**src/rtl/scroll_display_driver_pkg.sv**
```systemverilog
// scroll_display_driver_pkg: char codes, message ROM and display constants shared by the scroll display driver
package scroll_display_driver_pkg;
  typedef enum logic {BLANK, DRIVE} state_e;
  localparam logic [6:0] SEG_BLANK  = 7'h7F;
  localparam logic [3:0] ANODES_OFF = 4'hF;
  localparam logic [3:0] CH_0 = 4'd0, CH_1 = 4'd1, CH_2 = 4'd2, CH_3 = 4'd3;
  localparam logic [3:0] CH_4 = 4'd4, CH_5 = 4'd5, CH_6 = 4'd6, CH_7 = 4'd7;
  localparam logic [3:0] CH_8 = 4'd8, CH_9 = 4'd9, CH_A = 4'd10, CH_B = 4'd11;
  localparam logic [3:0] CH_C = 4'd12, CH_D = 4'd13, CH_E = 4'd14, CH_SP = 4'd15;
  localparam logic [3:0] MSG_ROM [16] = '{CH_0, CH_1, CH_2, CH_3, CH_4, CH_5, CH_6, CH_7,
                                          CH_8, CH_9, CH_A, CH_B, CH_C, CH_D, CH_E, CH_SP};
endpackage

```
**src/rtl/scroll_display_driver_char_seg_decoder.sv**
```systemverilog
// char_seg_decoder: char code to active-low {g,f,e,d,c,b,a} segments
module char_seg_decoder
  import scroll_display_driver_pkg::*;
(
  input  logic [3:0] code_i,
  output logic [6:0] seg_o
);
  always_comb begin
    case (code_i)
      CH_0:    seg_o = 7'h40;
      CH_1:    seg_o = 7'h79;
      CH_2:    seg_o = 7'h24;
      CH_3:    seg_o = 7'h30;
      CH_4:    seg_o = 7'h19;
      CH_5:    seg_o = 7'h12;
      CH_6:    seg_o = 7'h02;
      CH_7:    seg_o = 7'h78;
      CH_8:    seg_o = 7'h00;
      CH_9:    seg_o = 7'h10;
      CH_A:    seg_o = 7'h08;
      CH_B:    seg_o = 7'h03;
      CH_C:    seg_o = 7'h46;
      CH_D:    seg_o = 7'h21;
      CH_E:    seg_o = 7'h06;
      default: seg_o = SEG_BLANK;
    endcase
  end
endmodule

```
**src/rtl/scroll_display_driver.sv**
```systemverilog
// scroll_display_driver: multiplexes 4 message chars onto a common-anode 7-seg display with blanking gaps
module scroll_display_driver
  import scroll_display_driver_pkg::*;
#(
  parameter int REFRESH_DIV  = 50000,
  parameter int BLANK_CYCLES = 8
) (
  input  logic       clk,
  input  logic       reset,
  input  logic [3:0] base_addr,
  output logic [3:0] an,
  output logic [6:0] seg,
  output logic       frame_start
);
  localparam int CW = $clog2(REFRESH_DIV);
  logic [CW-1:0] slot_cnt_q, slot_cnt_d;
  logic [1:0] digit_q, digit_d;
  logic [3:0] frame_addr_q, frame_addr_d, rom_q, rom_d, idx, an_d;
  logic [6:0] shadow_q, shadow_d, dec, seg_d;
  logic wrap, latch;
  state_e state_q, state_d;
  char_seg_decoder u_dec (.code_i(rom_q), .seg_o(dec));
  // ROM data is ready one cycle into the slot; the shadow captures it on the last blank cycle
  always_comb begin
    wrap = slot_cnt_q == CW'(REFRESH_DIV - 1);
    latch = slot_cnt_q == '0 && digit_q == 2'd3;
    slot_cnt_d = wrap ? '0 : slot_cnt_q + CW'(1);
    digit_d = wrap ? digit_q - 2'd1 : digit_q;
    frame_addr_d = latch ? base_addr : frame_addr_q;
    idx = frame_addr_d + {2'b00, ~digit_q};
    rom_d = slot_cnt_q == '0 ? MSG_ROM[idx] : rom_q;
    shadow_d = slot_cnt_q == CW'(BLANK_CYCLES - 1) ? dec : shadow_q;
  end
  always_ff @(posedge clk or posedge reset) begin
    if (reset) state_q <= BLANK;
    else state_q <= state_d;
  end
  always_comb state_d = slot_cnt_d < CW'(BLANK_CYCLES) ? BLANK : DRIVE;
  always_comb begin
    an_d = state_d == DRIVE ? ~(4'b0001 << digit_d) : ANODES_OFF;
    seg_d = state_d == DRIVE ? shadow_d : SEG_BLANK;
  end
  always_ff @(posedge clk or posedge reset) begin
    if (reset) begin
      slot_cnt_q <= '0;
      digit_q <= 2'd3;
      frame_addr_q <= '0;
      rom_q <= CH_SP;
      shadow_q <= SEG_BLANK;
      an <= ANODES_OFF;
      seg <= SEG_BLANK;
      frame_start <= 1'b0;
    end else begin
      slot_cnt_q <= slot_cnt_d;
      digit_q <= digit_d;
      frame_addr_q <= frame_addr_d;
      rom_q <= rom_d;
      shadow_q <= shadow_d;
      an <= an_d;
      seg <= seg_d;
      frame_start <= latch;
    end
  end
endmodule

```
**config.mk**
```make
export PLATFORM = sky130hd
export DESIGN_NAME = scroll_display_driver
export DESIGN_NICKNAME = d
export VERILOG_FILES = /design/src/rtl/scroll_display_driver_pkg.sv /design/src/rtl/scroll_display_driver_char_seg_decoder.sv /design/src/rtl/scroll_display_driver.sv
export SDC_FILE = /design/constraint.sdc
export NUM_CORES = 1
export LEC_CHECK = 0
export ABC_AREA = 0
export CORE_MARGIN = 5
export CORE_UTILIZATION = 40
export DETAILED_ROUTE_END_ITERATION = 12
export PLACE_DENSITY = 0.68
export RECOVER_POWER = 25
export SYNTH_ARGS = -nofsm -noshare
export SYNTH_HDL_FRONTEND = slang
export SYNTH_SLANG_ARGS = --single-unit
```
**constraint.sdc**
```tcl
create_clock -name clk -period 5.6 [get_ports clk]
set_clock_uncertainty 0.2 [all_clocks]
set_input_delay 1.12 -clock clk [delete_from_list [all_inputs] [get_ports clk]]
set_output_delay 1.12 -clock clk [all_outputs]
set_load 0.01 [all_outputs]
```
# After elaboration in Yosys (flattened, before gate mapping)
# Memories as Yosys holds them, arrays and structs flattened. A register that Yosys moved wholly into a read port is not among the register bits.
# Index checks and enable logic that the tools add are counted.
# Widths: inputs -> output; s select.
dict set report totals {
  reg_bits 41
  elab_cells 28
  n_memories 2
  out_inout_bits 12
  romBits 176
  in_bits 6
}
# name words word_bits rd rd_ports_with_merged_regs wr line_no
set mem_list {}
lappend mem_list {{(no name shown)} 16 7 1 0 0 scroll_display_driver_char_seg_decoder.sv:9} ;# case (code_i)
lappend mem_list {{(no name shown)} 16 4 1 1 0 scroll_display_driver.sv:31} ;# rom_d = slot_cnt_q == '0 ? MSG_ROM[idx] : rom_q;
dict set report classes {
  n_lt_le_gt_ge 1
  reduce_logical 2
  n_bitwise 3
  shifts 1
  addsub 3
  muxes 6
  n_eq_ne 3
}
# op count
set op_table {}
lappend op_table {{$add 16x1->16 const B} 1}
lappend op_table {{$eq 16x16->1 const B} 1}
lappend op_table {{$eq 16x3->1 const B} 1}
lappend op_table {{$logic_not 16->1} 1}
lappend op_table {{$lt 16x4->1 const B} 1}
lappend op_table {{$mux 16} 1}
lappend op_table {{$mux 7} 2}
lappend op_table {{$mux 4} 2}
lappend op_table {{$not 4->5} 1}
lappend op_table {{$add 4x2->4} 1}
lappend op_table {{$not 4->4} 1}
lappend op_table {{$shl 1x2->4 const A} 1}
lappend op_table {{$eq 2x2->1 const B} 1}
lappend op_table {{$mux 2} 1}
lappend op_table {{$not 2->2} 1}
lappend op_table {{$sub 2x1->2 const B} 1}
lappend op_table {{$logic_and 1x1->1} 1}

# Depth between registers and ports, before layout
# Gate-level depths: netlist (run 1).
dict set report depth {
  word_depth 5
  depth_mapped 13
  mapped_depth_nobuf 12
}

# By module
# Synthesis (run 1) repeated with hierarchy kept, for this count alone.
dict set report unflattened {
  hier_cells 235
  hier_area_um2 2577.5
}
# module cells_each n_inst area_per_inst_um2 seq_area_each_um2
set by_module_without_submodules {}
lappend by_module_without_submodules {scroll_display_driver 208 1 2312.2 1156.1}
lappend by_module_without_submodules {char_seg_decoder 27 1 265.3 0.0}

# Least setup slack after synthesis (run 1)
# No wires, ideal clock.
dict set report synth_timing {
  path_kind {register to register}
  from {reg slot_cnt_q[6]}
  to {reg rom_q[3]}
  path_slack_ps 2278
  t_required_ps 5327
  t_arrival_ps 3049
  setup_ps 73
  period_less_slack_ps 3322
  path_stages_with_launch 13
  path_buffers 1
  path_cell_list {dfrtp_1 buf_6 or4_1 or4_4 nor3b_4 nand2_4 mux2_4 ha_1 a21o_1 nand2_1 xnor2_1 mux2i_1 a21oi_1}
}
dict set report synth_via {
  elab_chain_cells 5
}
# element line_no
set synth_rtl {}
lappend synth_rtl {{start: declaration} scroll_display_driver.sv:16} ;# logic [CW-1:0] slot_cnt_q, slot_cnt_d;
lappend synth_rtl {{start signal: assignment} scroll_display_driver.sv:54} ;# slot_cnt_q <= slot_cnt_d;
lappend synth_rtl {{$logic_not 16->1} scroll_display_driver.sv:26} ;# latch = slot_cnt_q == '0 && digit_q == 2'd3;
lappend synth_rtl {{$logic_and 1x1->1} scroll_display_driver.sv:26}
lappend synth_rtl {{$mux 4} scroll_display_driver.sv:29} ;# frame_addr_d = latch ? base_addr : frame_addr_q;
lappend synth_rtl {{named net frame_addr_d[1]} scroll_display_driver.sv:18} ;# logic [3:0] frame_addr_q, frame_addr_d, rom_q, rom_d, idx, an_d;
lappend synth_rtl {{$add 4x2->4} scroll_display_driver.sv:30} ;# idx = frame_addr_d + {2'b00, ~digit_q};
lappend synth_rtl {{$not 4->5 (implied by the code)} scroll_display_driver.sv:31}
lappend synth_rtl {{end: declaration} scroll_display_driver.sv:18}
# The timed path passes the listed nets, and every way through them passes these cells.

==> summary by stage, run 1 <==
Clock tree
The clock slew seen by the registers of the worst setup and hold paths is 80 ps. The setup fix buffers added after clock tree synthesis is 0. TritonCTS built the clock tree.

After clock tree synthesis, the repair step resized 0 gates. The root cell of the clock tree is sky130_fd_sc_hd__clkbuf_8. The clock tree synthesis step divided the H-tree into 2 levels. In this run the deepest clock path goes through 2 buffers. The clock net in this run drives a total of 45 sinks. The number of buffers inserted during clock tree synthesis is 5. The number of buffers added to fix hold violations after cts is 0. The clock latency at the later pin of the worst-skew pair is 290 ps.

STA
The setup TNS after final layout is 0 ps. The slew at the pin closest to its max-slew limit is 2340 ps. The clock period minus final worst setup slack is 3680 ps. The setup violation total in the final timing report is 0. The maximum clock frequency is 272 MHz. Setup repair after global routing left no endpoint under its margin. The count of pins over their slew limit is 46.

Dividing the final minimum period by the clock period gives 0.657. The worst-case headroom to the max-slew limit is -0.563. The number of hold violations in the final report is 0. The worst path meets setup with 1920 ps of slack.

Drt
The via count normalized by instance count is 5.21. The wire length per cell is 14.3 um. For this run, design rule violations remaining after detail routing come to 0. The detailed-route via count is 1626. For this block, the initial DRC count from the detailed router was 125. The routed wire length is 4470 um. The remaining number of nets flagged by the antenna check after routing is 0.

The pre-antenna-repair detailed-routing pass consisted of 4 iterations.

Cells and area
Compared with the post-synthesis result, the final layout area differs by 12.7%. For this run, the share of the core covered by cells in the final layout is 0.466. Excluding fillers, the count of instances in the completed layout stands at 312. The ratio of cells with drive above 1 in the final layout is 0.249.

After routing the design area is 2770 sq um. The number of inserted diodes is 0. The total number of nets in the final design is 253.

GRT
The wire length of the first global-routing pass is 7650 um. Entering global routing, the biggest net connects 46 pins. The number of antenna violations at the first check in global routing is 0. The number of global-route vias before repair is 1588.

After global routing the overflow that remains totals 0. The all-layer global routing usage is 0.126.

Critical path
The required time at the worst-slack endpoint is 5310 ps. The largest individual stage delay along the critical path comes from the cell sky130_fd_sc_hd__clkbuf_1. In this run the critical register-to-register path is captured at rom_q[3]$_DFFE_PP1P_. The most critical setup path has its startpoint at reset. The biggest cell delay along the critical path is 1660 ps. The cell family contributing the most delay on the critical path is buffers and inverters. In this run the register-to-register setup slack is 2070 ps. The highest fanout seen on the critical path is 45. The critical setup path kind is in2async. The signal on the critical path passes through dlygate4sd3_1 -> clkinv_1 -> clkbuf_1. The count of cells along the worst register-to-register path is 11.

The beginning of the worst register-to-register path is slot_cnt_q[6]$_DFF_PP0_. The startpoint class of the critical path is an input pin. The arrival time of data at the critical path endpoint is 3390 ps. The number of buffer and inverter stages on the critical path is 3. The kind of capture point of the worst setup path is an asynchronous set/reset pin.

Hold path
The launch instance of the worst min-delay path is digit_q[1]$_DFF_PP1_. Counting instances, the worst hold path has a depth of 1. The worst-case hold path end point is an[2]$_DFF_PP1_.

The type of the most critical hold path is reg2reg.

Yosys
The synthesized design spends more area on one cell type than any other, namely sky130_fd_sc_hd__dfstp_2. The share of the Yosys chip area taken by registers is 0.470. The total nets after synthesis is 238. In this run the mean area of a mapped cell was 11.1 sq um. The count of warnings emitted by yosys is 0.

The post-synthesis cell type count is 41. The area of the mapped netlist is 2460 sq um. The cell count after synthesis is 221. After synthesis, the cell types taking the most area are sky130_fd_sc_hd__dfstp_2 26%, sky130_fd_sc_hd__dfrtp_1 21%, sky130_fd_sc_hd__ha_1 5.1%. The share of synthesized area in the top cell type comes to 0.256. The post-synthesis sequential element count is 45.

Power and ir drop
The worst-case vdd ir drop is 121 uV. The power density over cell area is 234 nW/um^2. The leakage power total is 1.19 nW.

Floorplan
The floorplan step set the die height to 88.5 um. The die covers 7830 sq um. The floorplan has 28 rows. The horizontal die dimension is 88.5 um. The region available for standard cell placement spans 5960 sq um. For this configuration, the core starts out at a cell density of 0.413. Pin placement for this block handled 18 I/O pins.

Run
Max-cap violations in this run came to 1.

Place
The final estimated routing congestion in global placement is 0.860. Counting tap cells, the placed design contains a total of 304 instances. The setup slack at placement is 2100 ps.

The placed instances occupy a cell area of 2700 sq um. Detailed placement ended at an HPWL of 3150 um. During placement, the flow inserted port buffers numbering 17.

Outcome
The checks that failed: capacitance limit, slew limit. The flow ran to the end, but the final reports show violations.
[kinds of logic (layout without fill, tap and decap cells)]
family / Yosys count / after routing / share of synthesized area
XOR/XNOR: 22 / 22 / 0.0783
flip-flops: 45 / 45 / 0.470
AO/OA/AOI/OAI: 16 / 16 / 0.0422
multiplexers: 23 / 23 / 0.121
adder cells (fa/ha/maj): 11 / 11 / 0.0589
buffers and inverters: 21 / 37 / 0.0366
AND/OR/NAND/NOR: 83 / 83 / 0.193
[placed cells by master (no fill, tap or decap), types with 2 or more instances in the layout]
| cell | synthesis | routed |
|---|---|---|
| sky130_fd_sc_hd__dfstp_2 | 24 | 24 |
| sky130_fd_sc_hd__nand3_1 | 9 | 9 |
| sky130_fd_sc_hd__nor3_1 | 3 | 3 |
| sky130_fd_sc_hd__nand4_1 | 4 | 4 |
| sky130_fd_sc_hd__nand2b_1 | 3 | 3 |
| sky130_fd_sc_hd__and4_1 | 5 | 5 |
| sky130_fd_sc_hd__clkbuf_8 | 0 | 5 |
| sky130_fd_sc_hd__or3b_2 | 6 | 6 |
| sky130_fd_sc_hd__clkbuf_1 | 6 | 2 |
| sky130_fd_sc_hd__a211oi_1 | 2 | 2 |
| sky130_fd_sc_hd__nand3b_1 | 2 | 2 |
| sky130_fd_sc_hd__or3_1 | 2 | 2 |
| sky130_fd_sc_hd__ha_1 | 10 | 10 |
| sky130_fd_sc_hd__mux2_4 | 4 | 4 |
| sky130_fd_sc_hd__mux2i_1 | 7 | 7 |
| sky130_fd_sc_hd__and3_1 | 3 | 3 |
| sky130_fd_sc_hd__clkdlybuf4s50_1 | 0 | 16 |
| sky130_fd_sc_hd__xnor2_1 | 12 | 12 |
| sky130_fd_sc_hd__clkinv_2 | 0 | 2 |
| sky130_fd_sc_hd__nor2_1 | 20 | 20 |
| sky130_fd_sc_hd__inv_1 | 10 | 9 |
| sky130_fd_sc_hd__o21ai_0 | 3 | 3 |
| sky130_fd_sc_hd__mux4_2 | 3 | 3 |
| sky130_fd_sc_hd__nor2b_1 | 2 | 2 |
| sky130_fd_sc_hd__nand2_1 | 13 | 13 |
| sky130_fd_sc_hd__dfrtp_1 | 21 | 21 |
| sky130_fd_sc_hd__xor2_1 | 10 | 10 |
| sky130_fd_sc_hd__mux2_2 | 9 | 9 |
| sky130_fd_sc_hd__nor4_1 | 6 | 5 |
| sky130_fd_sc_hd__a21oi_1 | 6 | 6 |
[cell type report]
cell class              count  area (sq um)
fillers                   556          3180
repair buffers             19           181
clock buffers               6          72.6
well taps                  75          93.8
clock inverters             2          10.0
multi-input cells         155          1220
flip-flops and latches     45          1160
inverters                  10          37.5
[worst max-delay path by stage]
| stage | end | slack [ps] | depth (start not counted) |
|---|---|---|---|
| detailed placement | rom_q[3]$_DFFE_PP1P_ | 2100 | 11 |
| global placement | rom_q[3]$_DFFE_PP1P_ | 2140 | 11 |
| CTS | rom_q[3]$_DFFE_PP1P_ | 2050 | 11 |
| finish | slot_cnt_q[0]$_DFF_PP0_ | 1920 | 3 |
| global route | slot_cnt_q[0]$_DFF_PP0_ | 1410 | 3 |
| floorplan | rom_q[3]$_DFFE_PP1P_ | 2280 | 12 |
[metal layers]
layer	vias up	wire length, um	GRT usage
met5	-	0	0
met4	0	47	0.0412
met3	2	176	0.0289
met2	26	2080	0.194
met1	805	2170	0.176
li1	793	-	-
[power by group]
group	switching, mW	internal [mW]
Sequential	0.0128	0.360
Clock	0.105	0.0866
Combinational	0.0348	0.0492
Total	0.152	0.496
[stage by stage]
stage                     hold WS (ps)  power (mW)
final                              310       0.648
after floorplan                    268       0.431
after global routing               328       0.681
after CTS                          312       0.660
after global placement             280       0.462
after detailed placement           287       0.464
[registers in the layout (all words and copies together), names as in the netlist]
| register | cells |
|---|---|
| slot_cnt_q | 16 |
| seg | 7 |
| shadow_q | 7 |
| an | 4 |
| frame_addr_q | 4 |
| rom_q | 4 |
| digit_q | 2 |
| frame_start | 1 |
[synth_stat cells, drive strengths merged]
cell,n
a2111oi,1
a211oi,2
a21o,1
a21oi,6
a22o,1
a32o,1
and3,3
and4,5
buf,5
clkbuf,6
dfrtp,21
dfstp,24
fa,1
ha,10
inv,10
mux2,13
mux2i,7
mux4,3
nand2,14
nand2b,3
nand3,9
nand3b,2
nand4,4
nor2,21
nor2b,2
nor3,3
nor3b,1
nor4,6
o21ai,3
o2bb2ai,1
or3,2
or3b,6
or4,2
xnor2,12
xor2,10
No activity file was read; power rests on OpenSTA's default activity.
==> inputs of run 2 (changes only) <==
- clock period: 5.6 -> 3.7 ns (I/O delays scaled with it)
==> summary by stage, run 2 (same netlist as run 1, synthesis figures left out) <==
Clock tree
The clock latency at the later pin of the worst-skew pair is 300 ps (about the same). The setup fix buffers added after clock tree synthesis was 0 (unchanged). The clock slew seen by the registers of the worst setup and hold paths was 90 ps (about the same). The buffer levels on the longest clock path is 2 (unchanged).

The number of buffers added to fix hold violations after cts was 0 (unchanged). The number of clock sinks was 45 (unchanged). The TritonCTS clock tree is yes. The deepest level of the CTS H-tree is 2 (unchanged). The root cell of the clock tree is sky130_fd_sc_hd__clkbuf_8. The count of instances resized after the clock tree is built came to 0 (unchanged).

The number of buffers inserted during clock tree synthesis is 5 (unchanged).

Cells and area
Leaving out fill and tap cells, the most frequent cells in the layout are 24 x sky130_fd_sc_hd__dfstp_2, 21 x sky130_fd_sc_hd__dfrtp_1, 20 x sky130_fd_sc_hd__nor2_1, 16 x sky130_fd_sc_hd__clkdlybuf4s50_1, 13 x sky130_fd_sc_hd__nand2_1. The largest registers in the layout are slot_cnt_q: 16 flops, seg: 7 flops, shadow_q: 7 flops. The count of fill cells added during filler insertion is 594 (+6.8%).

The post-layout instance count excluding filler cells is 314 (+0.64%). The total number of nets in the final design was 255 (+0.79%). More flip-flops sit in one register than any other, and that register is slot_cnt_q. Relative to the synthesized area, the layout overhead comes to 13.3%. The number of flip-flops in the largest register was 16 (unchanged). The ratio of cells with drive above 1 in the final layout is 0.255 (+0.00628). The leading cell type in the layout, fill and taps excluded is sky130_fd_sc_hd__dfstp_2. The final standard cell area without fillers is 2790 sq um (+0.54%). The number of inserted diodes is 0 (unchanged).

Floorplan
The die area is 7830 sq um (unchanged). The core region area is 5960 sq um (unchanged). The horizontal die dimension is 88.5 um (unchanged). The height of the die is 88.5 um (unchanged). The top-level port count came to 18 (unchanged).

The number of cell rows is 28 (unchanged). The starting utilization of the core area is 0.413 (unchanged).

Critical path
The critical path goes through or4_1 -> or4_4 -> nor3b_4 -> nand2_4 -> mux2_4 -> ha_1 -> a21o_1 -> nand2_1 -> xnor2_1 -> mux2i_1 -> a21oi_1. The required time at the worst-slack endpoint is 3740 ps (-1570 ps). The slowest library cell on the worst path is sky130_fd_sc_hd__or4_1. The highest fanout seen on the critical path is 7 (-84%). The worst reg-to-reg setup slack was 440 ps (-1630 ps).

The kind of capture point of the worst setup path is a register. The biggest cell delay along the critical path was 510 ps (-1150 ps). In this run the critical register-to-register path is captured at rom_q[3]$_DFFE_PP1P_.

The arrival time of data at the critical path endpoint is 3300 ps (-90 ps). STA classifies the critical path startpoint as a register. The count of cells along the worst register-to-register path is 11 (unchanged). The critical path is of the reg2reg type. The worst register-to-register path begins at slot_cnt_q[8]$_DFF_PP0_.

Drt
The remaining number of nets flagged by the antenna check after routing is 0 (unchanged). The wire length per cell is 14.2 um (-0.81%). The detailed-route via count is 1652 (+1.6%). The routed wire length is 4470 um (-0.18%).

The number of design rule violations left after detail routing is 0 (unchanged). The via count normalized by instance count came to 5.26 (+0.95%). The detailed router's first-iteration violation count is 74 (-41%). The number of iterations in the first detailed-routing pass is 4 (unchanged).

STA
The setup TNS after final layout is 0 ps (unchanged). The setup violation total in the final timing report is 0 (unchanged). In the finished design, the share of the clock period the worst path needs comes to 0.882. The final-layout worst hold slack was 306 ps (-4.71 ps). Setup repair after global routing left no endpoint under its margin. The number of hold violations in the final report is 0 (unchanged).

The slew at the pin closest to its max-slew limit is 1300 ps (-1040 ps). The count of pins over their slew limit is 0 (-100%). The worst path in the final design needs a cycle of 3260 ps, including I/O delays and setup. For this run, the top clock speed supported by timing is 306 MHz. The worst-case headroom to the max-slew limit is 0.133 (+0.696). The worst-case setup margin in the final layout came to 437 ps (-1490 ps).

GRT
The largest net degree at the start of global routing was 27 (-41%). The sum of overflow across all layers after global routing was 0 (unchanged). The wire length of the first global-routing pass came to 7590 um (-0.72%). The all-layer global routing usage came to 0.126 (+0.000388).

The number of global-route vias before repair is 1605 (+1.1%). The number of antenna violations at the first check in global routing came to 0 (unchanged).

Place
The total of buffers placed on input and output ports is 17 (unchanged). The placement-stage cell area is 2710 sq um (+0.56%). The half-perimeter wire length of the detailed placement result came to 3300 um (+4.6%). The final estimated routing congestion in global placement is 0.815 (-5.3%). The setup slack at placement is 413 ps (-1690 ps). The number of instances in the placed design is 306 (+0.66%).

Power and ir drop
The leakage power total is 1.20 nW (+0.92%). The worst-case vdd ir drop is 209 uV (+72%). The power density over cell area is 356 nW/um^2 (+52%).

Hold path
The type of the most critical hold path is reg2reg. The worst-case hold path end point is an[2]$_DFF_PP1_. The launch instance of the worst min-delay path is digit_q[1]$_DFF_PP1_. The instance count along the most critical hold path came to 1 (unchanged).

Run
The max-capacitance violation count is 0 (-1).

Outcome
The run finished with clean final reports.
run 2: cell types whose count changed in the layout (fill, tap and decap cells not counted):
| cell | delta |
|---|---|
| sky130_fd_sc_hd__buf_4 | +2 |
run 2: per-layer routing:
metal,GRT usage,vias to the layer above,part of all wire
li1,-,803,-
met2,0.194,34,0.45
met3,0.0270,6,0.045
met5,0,-,0
met4,0.0495,0,0.017
met1,0.174,809,0.48
run 2: area by class of cell:
type,instances,area (sq um),area share
Clock inverter,2,10.0,0.00359
Multi-Input combinational cell,155,1220,0.438
Sequential cell,45,1160,0.415
Clock buffer,6,72.6,0.0260
Tap cell,75,93.8,0.0336
Timing Repair Buffer,21,196,0.0704
Inverter,10,37.5,0.0135
run 2: power breakdown:
group	switching [mW]	total [mW]	internal, mW
sequential	0.0187	0.564	0.545
combinational	0.0523	0.127	0.0744
clock	0.170	0.301	0.131
total	0.241	0.992	0.751
run 2: how the worst max path moves through the flow:
stage                            start              endpoint  depth (start not counted)
3_5_place_dp   slot_cnt_q[8]$_DFF_PP0_  rom_q[3]$_DFFE_PP1P_                         11
3_3_place_gp   slot_cnt_q[8]$_DFF_PP0_  rom_q[3]$_DFFE_PP1P_                         11
6_report       slot_cnt_q[8]$_DFF_PP0_  rom_q[3]$_DFFE_PP1P_                         11
5_1_grt        slot_cnt_q[4]$_DFF_PP0_  rom_q[3]$_DFFE_PP1P_                         12
4_1_cts        slot_cnt_q[8]$_DFF_PP0_  rom_q[3]$_DFFE_PP1P_                         11
2_1_floorplan  slot_cnt_q[6]$_DFF_PP0_  rom_q[3]$_DFFE_PP1P_                         12
run 2: critical path: cells and delay by family, from the launching register on:
family                   cells  cell delay, ps
adder cells (fa/ha/maj)      1             270
AND/OR/NAND/NOR              5            1420
multiplexers                 2             430
flip-flops                   1             450
XOR/XNOR                     1             120
AO/OA/AOI/OAI                2             320
run 2: metrics by stage:
step	utilization	power, mW
global route	0.468	1.04
finish	0.468	0.992
floorplan	-	0.652
global placement	0.455	0.699
CTS	0.469	1.00
detailed placement	0.455	0.703
==> inputs of run 3 (changes only) <==
- CAP_MARGIN: unset -> 20
- GPL_TIMING_DRIVEN: unset -> 0
- PLACE_DENSITY: 0.68 -> 0.6
==> summary by stage, run 3 (same netlist as run 1, synthesis figures left out) <==
GRT
The number of global-route vias before repair is 1650 (+2.8%). The largest net degree at the start of global routing came to 39 (+44%). The number of antenna violations at the first check in global routing is 0 (unchanged). The wire length of the first global-routing pass is 8070 um (+6.3%). The all-layer global routing usage was 0.133 (+0.00650). The sum of overflow across all layers after global routing is 0 (unchanged).

STA
The post-route clock period utilization was 0.924 (+0.0424). The setup TNS after final layout is 0 ps (unchanged). Setup repair after global routing left no endpoint under its margin. The maximum clock frequency is 292 MHz (-4.6%).

The final-layout worst hold slack came to 306 ps (+0.428 ps). The slew at the pin closest to its max-slew limit came to 1950 ps (+651 ps). The worst-case headroom to the max-slew limit was -0.301 (-0.434).

The count of pins over their slew limit was 39 (+39). The number of hold violations in the final report was 0 (unchanged). The worst-case setup margin in the final layout came to 280 ps (-157 ps). The clock period minus final worst setup slack is 3420 ps (+157 ps). The setup violation total in the final timing report came to 0 (unchanged).

Cells and area
The ratio of cells with drive above 1 in the final layout is 0.264 (+0.00877). The largest registers in the layout are slot_cnt_q: 16 flops, seg: 7 flops, shadow_q: 7 flops. The register containing the most flip-flops in the final layout is slot_cnt_q. The post-synthesis to final-layout area growth is 15.5%. The final core utilization is 0.478 (+0.00924). The number of flip-flops in the largest register is 16 (unchanged). The number of inserted diodes is 0 (unchanged).

The top cell types in the final layout, fill and taps aside, are 24 x sky130_fd_sc_hd__dfstp_2, 21 x sky130_fd_sc_hd__dfrtp_1, 20 x sky130_fd_sc_hd__nor2_1, 16 x sky130_fd_sc_hd__clkdlybuf4s50_1, 13 x sky130_fd_sc_hd__nand2_1. The total number of nets in the final design is 266 (+4.3%). The post-layout instance count excluding filler cells is 325 (+3.5%).

The final standard cell area without fillers was 2840 sq um (+2.0%). Leaving out fill and tap cells, the most frequent cell in the layout is sky130_fd_sc_hd__dfstp_2.

Power and ir drop
The total power consumption of the routed design is 1.00 mW (+1.2%). The cell-internal power is 754 uW (+0.47%). The worst-case vdd ir drop is 157 uV (-25%).

The sequential power share is 0.554 (-0.014). The net switching power of the design is 249 uW (+3.5%). The leakage power total is 1.24 nW (+3.0%). The switching portion of total power is 0.248 (+0.00542).

The power density over cell area is 353 nW/um^2 (-0.76%). The share of power burned in the clock network is 0.312 (+0.008). The combinational group share of total power is 0.134 (+0.006).

Critical path
Walking the worst path, the cells encountered are buf_6 -> or4_1 -> or4_4 -> nor3b_4 -> buf_4 -> nand2_4 -> mux2_4 -> ha_1 -> a21o_1 -> nand2_1 -> xnor2_1 -> mux2i_1 -> a21oi_1. The slowest library cell on the worst path is sky130_fd_sc_hd__or4_1. The kind of capture point of the worst setup path is a register. The worst reg-to-reg setup slack was 280 ps (-160 ps). The required time at the worst-slack endpoint is 3740 ps (about the same). The worst setup path is of the reg2reg kind. The beginning of the worst register-to-register path is slot_cnt_q[6]$_DFF_PP0_.

The most critical setup path has its startpoint at slot_cnt_q[6]$_DFF_PP0_. The biggest cell delay along the critical path was 500 ps (about the same). The number of buffer and inverter stages on the critical path is 2 (+2). The startpoint class of the critical path is a register. The arrival time of data at the critical path endpoint came to 3460 ps (+160 ps).

The highest fanout seen on the critical path is 10 (+3). The kind of cell with the highest combined delay on the critical path is simple AND/OR/NAND/NOR gates.

Drt
The remaining number of nets flagged by the antenna check after routing is 0 (unchanged). The number of iterations in the first detailed-routing pass is 4 (unchanged). The detailed-route via count is 1637 (-0.91%). The number of design rule violations left after detail routing came to 0 (unchanged). The detailed router's first-iteration violation count is 92 (+24%). The via count normalized by instance count is 5.04 (-4.3%). The routed wire length is 4440 um (-0.67%).

The wire length per cell is 13.6 um (-4.0%).

Floorplan
The height of the die is 88.5 um (unchanged). The die area is 7830 sq um (unchanged). The starting utilization of the core area came to 0.413 (unchanged). The horizontal die dimension is 88.5 um (unchanged). The number of cell rows is 28 (unchanged). The core region area is 5960 sq um (unchanged). The top-level port count was 18 (unchanged).

Outcome
The run finished, with violations left. The final reports fail on capacitance limit, slew limit.

Clock tree
The number of clock sinks is 45 (unchanged). The clock slew seen by the registers of the worst setup and hold paths came to 90 ps (about the same). The buffer levels on the longest clock path came to 2 (unchanged). The count of instances resized after the clock tree is built is 0 (unchanged). The number of buffers inserted during clock tree synthesis was 5 (unchanged). TritonCTS built the clock tree. The deepest level of the CTS H-tree came to 2 (unchanged). The root cell of the clock tree is sky130_fd_sc_hd__clkbuf_8. The clock latency at the later pin of the worst-skew pair is 300 ps (about the same).

Place
The number of instances in the placed design is 315 (+2.9%). The final estimated routing congestion in global placement is 0.842 (+3.4%). The half-perimeter wire length of the detailed placement result came to 3170 um (-3.9%). The setup slack at placement came to 166 ps (-247 ps). The total of buffers placed on input and output ports came to 17 (unchanged). The placement-stage cell area is 2750 sq um (+1.5%).

Hold path
The tightest min-delay check is of the reg2reg type. The launch instance of the worst min-delay path is digit_q[1]$_DFF_PP1_.

Run
The max-capacitance violation count is 1 (+1).
==> run 3: cell count changes in the layout (fill, tap and decap cells not counted), sizes merged <==
cell / change
buf: +6
clkbuf: +4
clkinv: -2
clkinvlp: +1
inv: +2
==> run 3: cell type report <==
type                            instances  area (sq um)
Fill cell                             579          3110
Multi-Input combinational cell        155          1220
Sequential cell                        45          1160
Timing Repair Buffer                   22           201
Tap cell                               75          93.8
Clock buffer                            5          68.8
Buffer                                 10          48.8
Inverter                               10          37.5
Clock inverter                          3          21.3
==> run 3: path summary, 6_finish.rpt <==
kind | endpoint | cells after the start
max reg2reg | rom_q[3]$_DFFE_PP1P_ | 13
max | rom_q[3]$_DFFE_PP1P_ | 13
min in group asynchronous | frame_addr_q[0]$_DFF_PP0_ | 2
min reg2reg | an[3]$_DFF_PP1_ | 1
min | an[3]$_DFF_PP1_ | 1
max in group asynchronous | slot_cnt_q[5]$_DFF_PP0_ | 3
==> run 3: what timing repair did <==
action                                 CTS  global route
buffers inserted                         0             3
setup endpoints to repair                0             2
hold buffers                             0             0
endpoints found under the hold margin    0             0
==> run 3: power by group through the flow <==
stage / clock network, mW / logic (mW) / registers [mW]
after floorplan: 0 / 0.0818 / 0.570
after global placement: 0 / 0.136 / 0.564
after detailed placement: 0 / 0.140 / 0.565
after CTS: 0.325 / 0.140 / 0.556
after global routing: 0.351 / 0.150 / 0.560
final: 0.313 / 0.135 / 0.556
==> run 3: worst reg2reg max path, cell delays in order, from the launching register on <==
cell	delay [ps]
sky130_fd_sc_hd__dfrtp_1	380
sky130_fd_sc_hd__buf_6	140
sky130_fd_sc_hd__or4_1	500
sky130_fd_sc_hd__or4_4	460
sky130_fd_sc_hd__nor3b_4	180
sky130_fd_sc_hd__buf_4	180
sky130_fd_sc_hd__nand2_4	90
sky130_fd_sc_hd__mux2_4	340
sky130_fd_sc_hd__ha_1	280
sky130_fd_sc_hd__a21o_1	170
sky130_fd_sc_hd__nand2_1	80
sky130_fd_sc_hd__xnor2_1	110
sky130_fd_sc_hd__mux2i_1	100
sky130_fd_sc_hd__a21oi_1	160
==> run 3: metal layers <==
layer  track usage  vias up  part of all wire
met3        0.0317        7             0.032
met4        0.0453        0             0.016
met1         0.191      789              0.49
met5             0        -                 0
met2         0.196       18              0.46
li1              -      823                 -
